$ cat src/rtl/ram_cmd_ctrl.sv
// Command sequencer for a small register-file RAM whose word clocks are gated by ram_we.
// Every write is framed as SETUP / STROBE / HOLD so address and data never move around a strobe.
module ram_cmd_ctrl #(
    parameter int DATA_W     = 4,
    parameter int ADDR_W     = 1,
    parameter int STROBE_CYC = 1
) (
    input  logic                              clk,
    input  logic                              rst_n,
    input  logic                              cmd_valid,
    output logic                              cmd_ready,
    input  logic [1:0]                        cmd_op,
    input  logic [ADDR_W-1:0]                 cmd_addr,
    input  logic [DATA_W-1:0]                 cmd_data,
    output logic                              rsp_valid,
    input  logic                              rsp_ready,
    output logic [DATA_W-1:0]                 rsp_data,
    output logic                              rsp_err,
    output logic [ADDR_W-1:0]                 ram_addr,
    output logic [DATA_W-1:0]                 ram_d,
    output logic                              ram_we,
    input  logic [(2**ADDR_W)*DATA_W-1:0]     ram_q,
    output logic                              busy
);
    localparam int DEPTH = 2**ADDR_W;
    localparam int CNT_W = (STROBE_CYC > 1) ? $clog2(STROBE_CYC) : 1;

    typedef enum logic [2:0] {IDLE, SETUP, STROBE, HOLD, CAPTURE, RESP} state_t;

    state_t              state_q, state_d;
    logic [CNT_W-1:0]    cnt_q, cnt_d;
    logic [ADDR_W-1:0]   idx_q, idx_d, idx_nx;
    logic [DATA_W-1:0]   seed_q, seed_d;
    logic                fill_q, fill_d;
    logic                rd_q, rd_d;
    logic [ADDR_W-1:0]   ram_addr_q, ram_addr_d;
    logic [DATA_W-1:0]   ram_d_q, ram_d_d;
    logic                ram_we_q, ram_we_d;
    logic                rsp_valid_q, rsp_valid_d;
    logic [DATA_W-1:0]   rsp_data_q, rsp_data_d;
    logic                rsp_err_q, rsp_err_d;
    logic [DATA_W-1:0]   rd_word;

    always_comb begin
        rd_word = '0;
        for (int k = 0; k < DEPTH; k++)
            if (ram_addr_q == ADDR_W'(k)) rd_word = ram_q[k*DATA_W +: DATA_W];
    end

    always_comb begin
        state_d     = state_q;
        cnt_d       = cnt_q;
        idx_d       = idx_q;
        seed_d      = seed_q;
        fill_d      = fill_q;
        rd_d        = rd_q;
        ram_addr_d  = ram_addr_q;
        ram_d_d     = ram_d_q;
        rsp_valid_d = rsp_valid_q;
        rsp_data_d  = rsp_data_q;
        rsp_err_d   = rsp_err_q;
        idx_nx      = idx_q + ADDR_W'(1);
        unique case (state_q)
            IDLE: if (cmd_valid && cmd_ready) begin
                fill_d = 1'b0;
                rd_d   = 1'b0;
                unique case (cmd_op)
                    2'b00: begin
                        ram_addr_d = cmd_addr;
                        ram_d_d    = cmd_data;
                        state_d    = SETUP;
                    end
                    2'b01: begin
                        ram_addr_d = cmd_addr;
                        rd_d       = 1'b1;
                        state_d    = SETUP;
                    end
                    2'b10: begin
                        ram_addr_d = '0;
                        ram_d_d    = cmd_data;
                        seed_d     = cmd_data;
                        idx_d      = '0;
                        fill_d     = 1'b1;
                        state_d    = SETUP;
                    end
                    default: begin
                        rsp_valid_d = 1'b1;
                        rsp_data_d  = '0;
                        rsp_err_d   = 1'b1;
                        state_d     = RESP;
                    end
                endcase
            end
            SETUP: begin
                cnt_d   = '0;
                state_d = rd_q ? CAPTURE : STROBE;
            end
            STROBE: begin
                if (cnt_q == CNT_W'(STROBE_CYC-1)) state_d = HOLD;
                else cnt_d = cnt_q + CNT_W'(1);
            end
            HOLD: begin
                // Next fill word is loaded only here, where ram_we is low on both sides of the edge.
                if (fill_q && idx_q != ADDR_W'(DEPTH-1)) begin
                    idx_d      = idx_nx;
                    ram_addr_d = idx_nx;
                    ram_d_d    = seed_q + DATA_W'(idx_nx);
                    state_d    = SETUP;
                end else begin
                    rsp_valid_d = 1'b1;
                    rsp_data_d  = '0;
                    rsp_err_d   = 1'b0;
                    state_d     = RESP;
                end
            end
            CAPTURE: begin
                rsp_valid_d = 1'b1;
                rsp_data_d  = rd_word;
                rsp_err_d   = 1'b0;
                state_d     = RESP;
            end
            RESP: if (rsp_ready) begin
                rsp_valid_d = 1'b0;
                state_d     = IDLE;
            end
            default: state_d = IDLE;
        endcase
        // Strobe is a pure flop of the next state so it cannot glitch into the RAM's gating.
        ram_we_d = (state_d == STROBE);
    end

    always_ff @(posedge clk or negedge rst_n) begin
        if (!rst_n) begin
            state_q     <= IDLE;
            cnt_q       <= '0;
            idx_q       <= '0;
            seed_q      <= '0;
            fill_q      <= 1'b0;
            rd_q        <= 1'b0;
            ram_addr_q  <= '0;
            ram_d_q     <= '0;
            ram_we_q    <= 1'b0;
            rsp_valid_q <= 1'b0;
            rsp_data_q  <= '0;
            rsp_err_q   <= 1'b0;
        end else begin
            state_q     <= state_d;
            cnt_q       <= cnt_d;
            idx_q       <= idx_d;
            seed_q      <= seed_d;
            fill_q      <= fill_d;
            rd_q        <= rd_d;
            ram_addr_q  <= ram_addr_d;
            ram_d_q     <= ram_d_d;
            ram_we_q    <= ram_we_d;
            rsp_valid_q <= rsp_valid_d;
            rsp_data_q  <= rsp_data_d;
            rsp_err_q   <= rsp_err_d;
        end
    end

    assign cmd_ready = (state_q == IDLE) && !rsp_valid_q;
    assign busy      = (state_q != IDLE);
    assign rsp_valid = rsp_valid_q;
    assign rsp_data  = rsp_data_q;
    assign rsp_err   = rsp_err_q;
    assign ram_addr  = ram_addr_q;
    assign ram_d     = ram_d_q;
    assign ram_we    = ram_we_q;
endmodule

$ cat config.mk
export PLATFORM = sky130hd
export DESIGN_NAME = ram_cmd_ctrl
export DESIGN_NICKNAME = d
export VERILOG_FILES = /design/src/rtl/ram_cmd_ctrl.sv
export SDC_FILE = /design/constraint.sdc
export NUM_CORES = 1
export LEC_CHECK = 0
export CAP_MARGIN = 10
export CORE_ASPECT_RATIO = 1.4
export CORE_MARGIN = 1
export CORE_UTILIZATION = 50
export CTS_CLUSTER_SIZE = 20
export DETAILED_ROUTE_END_ITERATION = 8
export GPL_TIMING_DRIVEN = 0
export PLACE_DENSITY_LB_ADDON = 0.25
export SETUP_SLACK_MARGIN = 0.15
export SLEW_MARGIN = 0
export SYNTH_ARGS = -nofsm -noshare
export SYNTH_HDL_FRONTEND = slang
export SYNTH_SLANG_ARGS = --single-unit
$ cat constraint.sdc
create_clock -name clk -period 3.15 [get_ports clk]
set_input_delay 0.315 -clock clk [delete_from_list [all_inputs] [get_ports clk]]
set_output_delay 0.315 -clock clk [all_outputs]
set_load 0.01 [all_outputs]
* After elaboration in Yosys (flattened, before gate mapping)
Cells that the tools add are included.
** Word-level totals
- Register bits :: 23
** Operators by class
- Add/subtract/negate cells :: 3
- Equality and inequality tests :: 16
- Multiplexer cells :: 34
- Bitwise gates (word level) :: 1
- Reductions and logical operators :: 21
** Operators by type and width (number)
- $mux W4 :: 7
- $mux W3 :: 6
- $pmux W3 S6 :: 1
- $reduce_and A4 Y1 :: 4
- $mux W1 :: 12
- $ne A2 B2 Y1 const B :: 6
- $pmux W4 S3 :: 1
- $eq A3 B2 Y1 const B :: 3
- $pmux W1 S2 :: 4
- $pmux W4 S2 :: 1
- $eq A3 B3 Y1 const B :: 2
- $reduce_bool A3 Y1 :: 2
- $reduce_and A5 Y1 :: 1
- $add A4 B1 Y4 :: 1
- $pmux W1 S4 :: 1
- $reduce_bool A2 Y1 :: 2
- $reduce_bool A4 Y1 :: 1
- $reduce_or A2 Y1 :: 2
- $eq A3 B1 Y1 const B :: 1
- $logic_and A1 B1 Y1 :: 3
- $logic_not A3 Y1 :: 1
- $ne A3 B2 Y1 const B :: 1
- $pmux W1 S3 :: 1
- $reduce_and A3 Y1 :: 1
- 9 further kinds :: 10

* Depth between registers and ports, before layout
- Depth in word-level cells :: 6
- Gate-level depth with buffers :: 6
- Gate-level depth less buffers :: 6

* Worst setup path after synthesis
Ideal clock, no wire load.
- Path type :: register to register
- Start point :: register rsp_valid_q (netlist: rsp_valid)
- End point :: register ram_d_q[0] (netlist: ram_d[0])
- Data arrival time :: 1.621 ns
- Required time :: 3.025 ns
- Path slack :: 1.404 ns
- Stages on the path, launching flop included :: 5
- Path buffers :: 0
- Clock period less this slack :: 1.746 ns
- Cells stage by stage :: dfrtp_1 -> nor2b_4 -> or4b_4 -> a21oi_4 -> mux2_2
** Between the ends
- Word-level cells in the longest chain between the ends :: 5
** Ends and longest elaborated chain
- from (decl) :: line 39 : logic rsp_valid_q, rsp_valid_d;
- from (signal assigned) :: line 156 : rsp_valid_q <= rsp_valid_d;
- $logic_not A1 Y1 :: line 162 : assign cmd_ready = (state_q == IDLE) && !rsp_valid_q;
- $logic_and A1 B1 Y1 :: line 162
- $logic_and A1 B1 Y1 :: line 64 : IDLE: if (cmd_valid && cmd_ready) begin
- $ne A2 B2 Y1 (no source line)
- $reduce_and A4 Y1 (no source line)
- to (signal assigned) :: line 154 : ram_d_q <= ram_d_d;
- to (decl) :: line 37 : logic [DATA_W-1:0] ram_d_q, ram_d_d;
No other way between the ends.
A chain may end at the register's enable or synchronous reset.

* Worst setup path after layout
- Start point :: register state_q[2]
- End point :: output port cmd_ready
** Between the ends
- Word-level cells in the longest chain between the ends :: 2
** Ends and longest elaborated chain
- from (decl) :: line 30 : state_t state_q, state_d;
- from (signal assigned) :: line 147 : state_q <= state_d;
- $logic_not A3 Y1 :: line 162
- $logic_and A1 B1 Y1 :: line 162
- to (decl) :: line 11 : output logic cmd_ready,
No other way between the ends.

==> impl_metrics.csv <==
group,metric,value,unit
status,status,"finished, final reports clean",
synthesis,ys.flop_type,"dfrtp_1",
synthesis,yosysTopAreaCell,"dfrtp_1",
timing,fin_setup_tns,0,ns
synthesis,ys_top_cells_by_count,"22 x dfrtp_1, 9 x nand2_1, 8 x mux2_2",
synthesis,async_flop_share,1.000,
pwr,pwr-share-seq,0.380,
critical_path,rrSetupSlack,1.30,ns
route,ant_nets,0,
clock_network,holdBufCountCts,0,
final_layout,drive_above_1_share,0.1232,
timing,finalClockSkew,0.006313,ns
synthesis,yosysWarnings,0,
critical_path,timing.rr.end,"ram_d[0]",
clock_network,clk-insertion-delay-late,0.32,ns
clock_network,cts_max_path_buffers,2,
clock_network,cts_max_level,1,
min_path,hold_end,"ram_we",
placement,port_buffers,32,
min_path,hp-start,"rd_q",
die,rows,20,
synthesis,synthCells,102,
global_routing,grt_max_degree,23,
route,first_pass_iters,4,
pwr,p_sw,450.8,uW
clock_network,cts_buffers,3,
critical_path,reg2regPathDepth,4,
final_layout,antenna_cells,0,
timing,clock.fmax,0.4468,GHz
timing,hold_viol_final,0,
run,cap_violations,0,
pwr,ir_drop,0.4818,mV
route,vias,914,
critical_path,cp_data_required_time,2.83,ns
clock_network,cts-root-buf,"clkbuf_4",
timing,holdWs,0.4647,ns
critical_path,path_class,"register to output port",
pwr,switching_share,0.3576,
placement,dpl-instance-area,0.001490,mm2
die,die_h,58.56,um
clock_network,post-cts-setup-buffers,0,
pwr,power_density,825.9,mW/mm2
timing,period_share,0.7105,
clock_network,cts_tree,"done",
critical_path,end_kind,"output port",
synthesis,ys_ff_latch,22,
placement,gp_congestion,0.8073,
synthesis,ys_seq_area_frac,0.4819,
timing,rsz0062_at_grt,"false",
die,fp.dieArea,0.002482,mm2
pwr,power.internal,809.9,uW
synthesis,syn_area,0.001142,mm2
route,drtIter0Drc,11,
critical_path,worst-path-max-fanout,10,
critical_path,cp-startpoint,"state_q[2]",
synthesis,synth.avg_cell_area,11.20,um2
global_routing,grt-ovfl-total,0,
final_layout,fin_area,0.001526,mm2
timing,setup_violations,0,
clock_network,clkSlewWorstSetupHoldPaths,0.12,ns
placement,hpwl,1826,um
final_layout,syn_to_final_growth,33.63,%
synthesis,yosysMostFrequentCell,"dfrtp_1",
final_layout,nNetsFinal,160,
timing,fin_crit,2.238,ns
timing,finalMaxSlewViolations,0,
global_routing,track_usage,0.2182,
route,vias_per_cell,5.713,
min_path,min_path_cells,1,
pwr,power_frac_comb,0.494,
die,ios,33,
route,route.detailed.drc,0,
synthesis,synth_top_area_frac,0.4819,
synthesis,synth_edf_count,0,
critical_path,crit_arrival,1.92,ns
placement,dp_cells,156,
die,initial_core_util,0.5308,
die,die_w,42.40,um
clock_network,cts_resized,0,
route,routed_wl,2344,um
global_routing,grt_pass1_wl,4043,um
die,core_area,0.002152,mm2
synthesis,synth_nets,123,
timing,max_slew.worst_pin.slew,0.9403,ns
synthesis,synth_cell_type_count,37,
route,wl_per_cell,14.65,um
critical_path,worstSetupStartpointType,"register",
synthesis,synthTopCellsByArea,"dfrtp_1 48%, mux2_2 7.9%, mux2i_1 5.3%, o2bb2ai_1 3.1%, nand2_1 3.0%",
global_routing,antenna_found_initial,0,
timing,max_slew_margin,0.3712,
placement,dpl_worst_slack,0.9535,ns
clock_network,cts_sinks,22,
pwr,p_leak,0.6594,nW
min_path,hold_class,"register to register",
global_routing,grt_pass1_vias,944,
critical_path,r2r_start,"rsp_valid",
pwr,pwr-share-clk,0.127,
final_layout,stdcell_count,160,
timing,fin_ws,0.9119,ns
[per-layer routing]
| metal | part of all wire | global-route usage |
|---|---|---|
| met1 | 0.41 | 0.2347 |
| met2 | 0.52 | 0.4088 |
| met3 | 0.046 | 0.02454 |
| met4 | 0.024 | 0.1205 |
| met5 | 0 | 0 |
[area by class of cell]
type                            instances  area [um2]
Buffer                                  4       26.28
Clock buffer                            4       36.28
Fill cell                             172       625.6
Inverter                                4       15.01
Multi-Input combinational cell         72       550.5
Sequential cell                        22       550.5
Tap cell                               22       27.53
Timing Repair Buffer                   32       320.3
[kinds of logic (layout without fill, tap and decap cells)]
group | count (synthesis) | after routing | synth area share
xor gates and xnor gates | 2 | 2 | 0.01534
muxes | 17 | 17 | 0.1610
AOI/OAI and AO/OA | 23 | 23 | 0.1501
adders and majority gates | 2 | 2 | 0.02190
DFF | 22 | 22 | 0.4819
buffers and inverters | 8 | 44 | 0.03614
and+or+nand+nor | 28 | 28 | 0.1336
[per-stage QoR]
step | util | power [mW]
floorplan | - | 0.8527
global placement | 0.6924 | 1.092
detailed placement | 0.6924 | 1.111
CTS | 0.7093 | 1.271
global route | 0.7093 | 1.342
finish | 0.7093 | 1.261
[critical path, cell delays in order, from the launching register on]
cell and delay, ns:
dfrtp_1 0.40, buf_4 0.17, nor3_1 0.31, inv_1 0.10
nor2_1 0.09, clkdlybuf4s50_1 0.53
[worst max path at each step]
stage | to | slack (ns) | depth (start not counted)
after CTS | cmd_ready | 0.92 | 5
after global placement | ram_d[0] | 0.98 | 5
after floorplan | ram_d[0] | 1.40 | 4
after global routing | cmd_ready | 0.82 | 5
after detailed placement | ram_d[0] | 0.95 | 5
final | cmd_ready | 0.91 | 5
[placed cells by master (no fill, tap or decap), drive strengths merged]
cell type and instances:
a211o 1, a21boi 1, a21o 1, a21oi 4, a31oi 1, and2b 1, buf 3, clkbuf 5
clkdlybuf4s50 32, dfrtp 22, ha 2, inv 4, mux2 11, mux2i 6, nand2 9, nand2b 2
nand3 3, nand3b 1, nand4b 1, nor2 5, nor2b 1, nor3 3, o21a 1, o21ai 5
o221ai 1, o22a 1, o22ai 1, o2bb2ai 4, o32a 1, o32ai 1, or3 1, or4b 1
xnor2 1, xor2 1
[power groups by stage]
stage	clock (mW)	sequential (mW)	combinational [mW]
6_report	0.160	0.479	0.622
5_1_grt	0.169	0.492	0.681
4_1_cts	0.162	0.479	0.630
3_5_place_dp	0	0.485	0.626
3_3_place_gp	0	0.478	0.614
2_1_floorplan	0	0.504	0.349
[flip-flops by register name, summed over array words and instances, names as in the netlist]
| signal | cells |
|---|---|
| ram_d | 4 |
| rsp_data | 4 |
| seed_q | 4 |
| state_q | 3 |
| fill_q | 1 |
| idx_q | 1 |
| ram_addr | 1 |
| ram_we | 1 |
| rd_q | 1 |
| rsp_err | 1 |
| rsp_valid | 1 |
No activity file was read; power rests on OpenSTA's default activity.
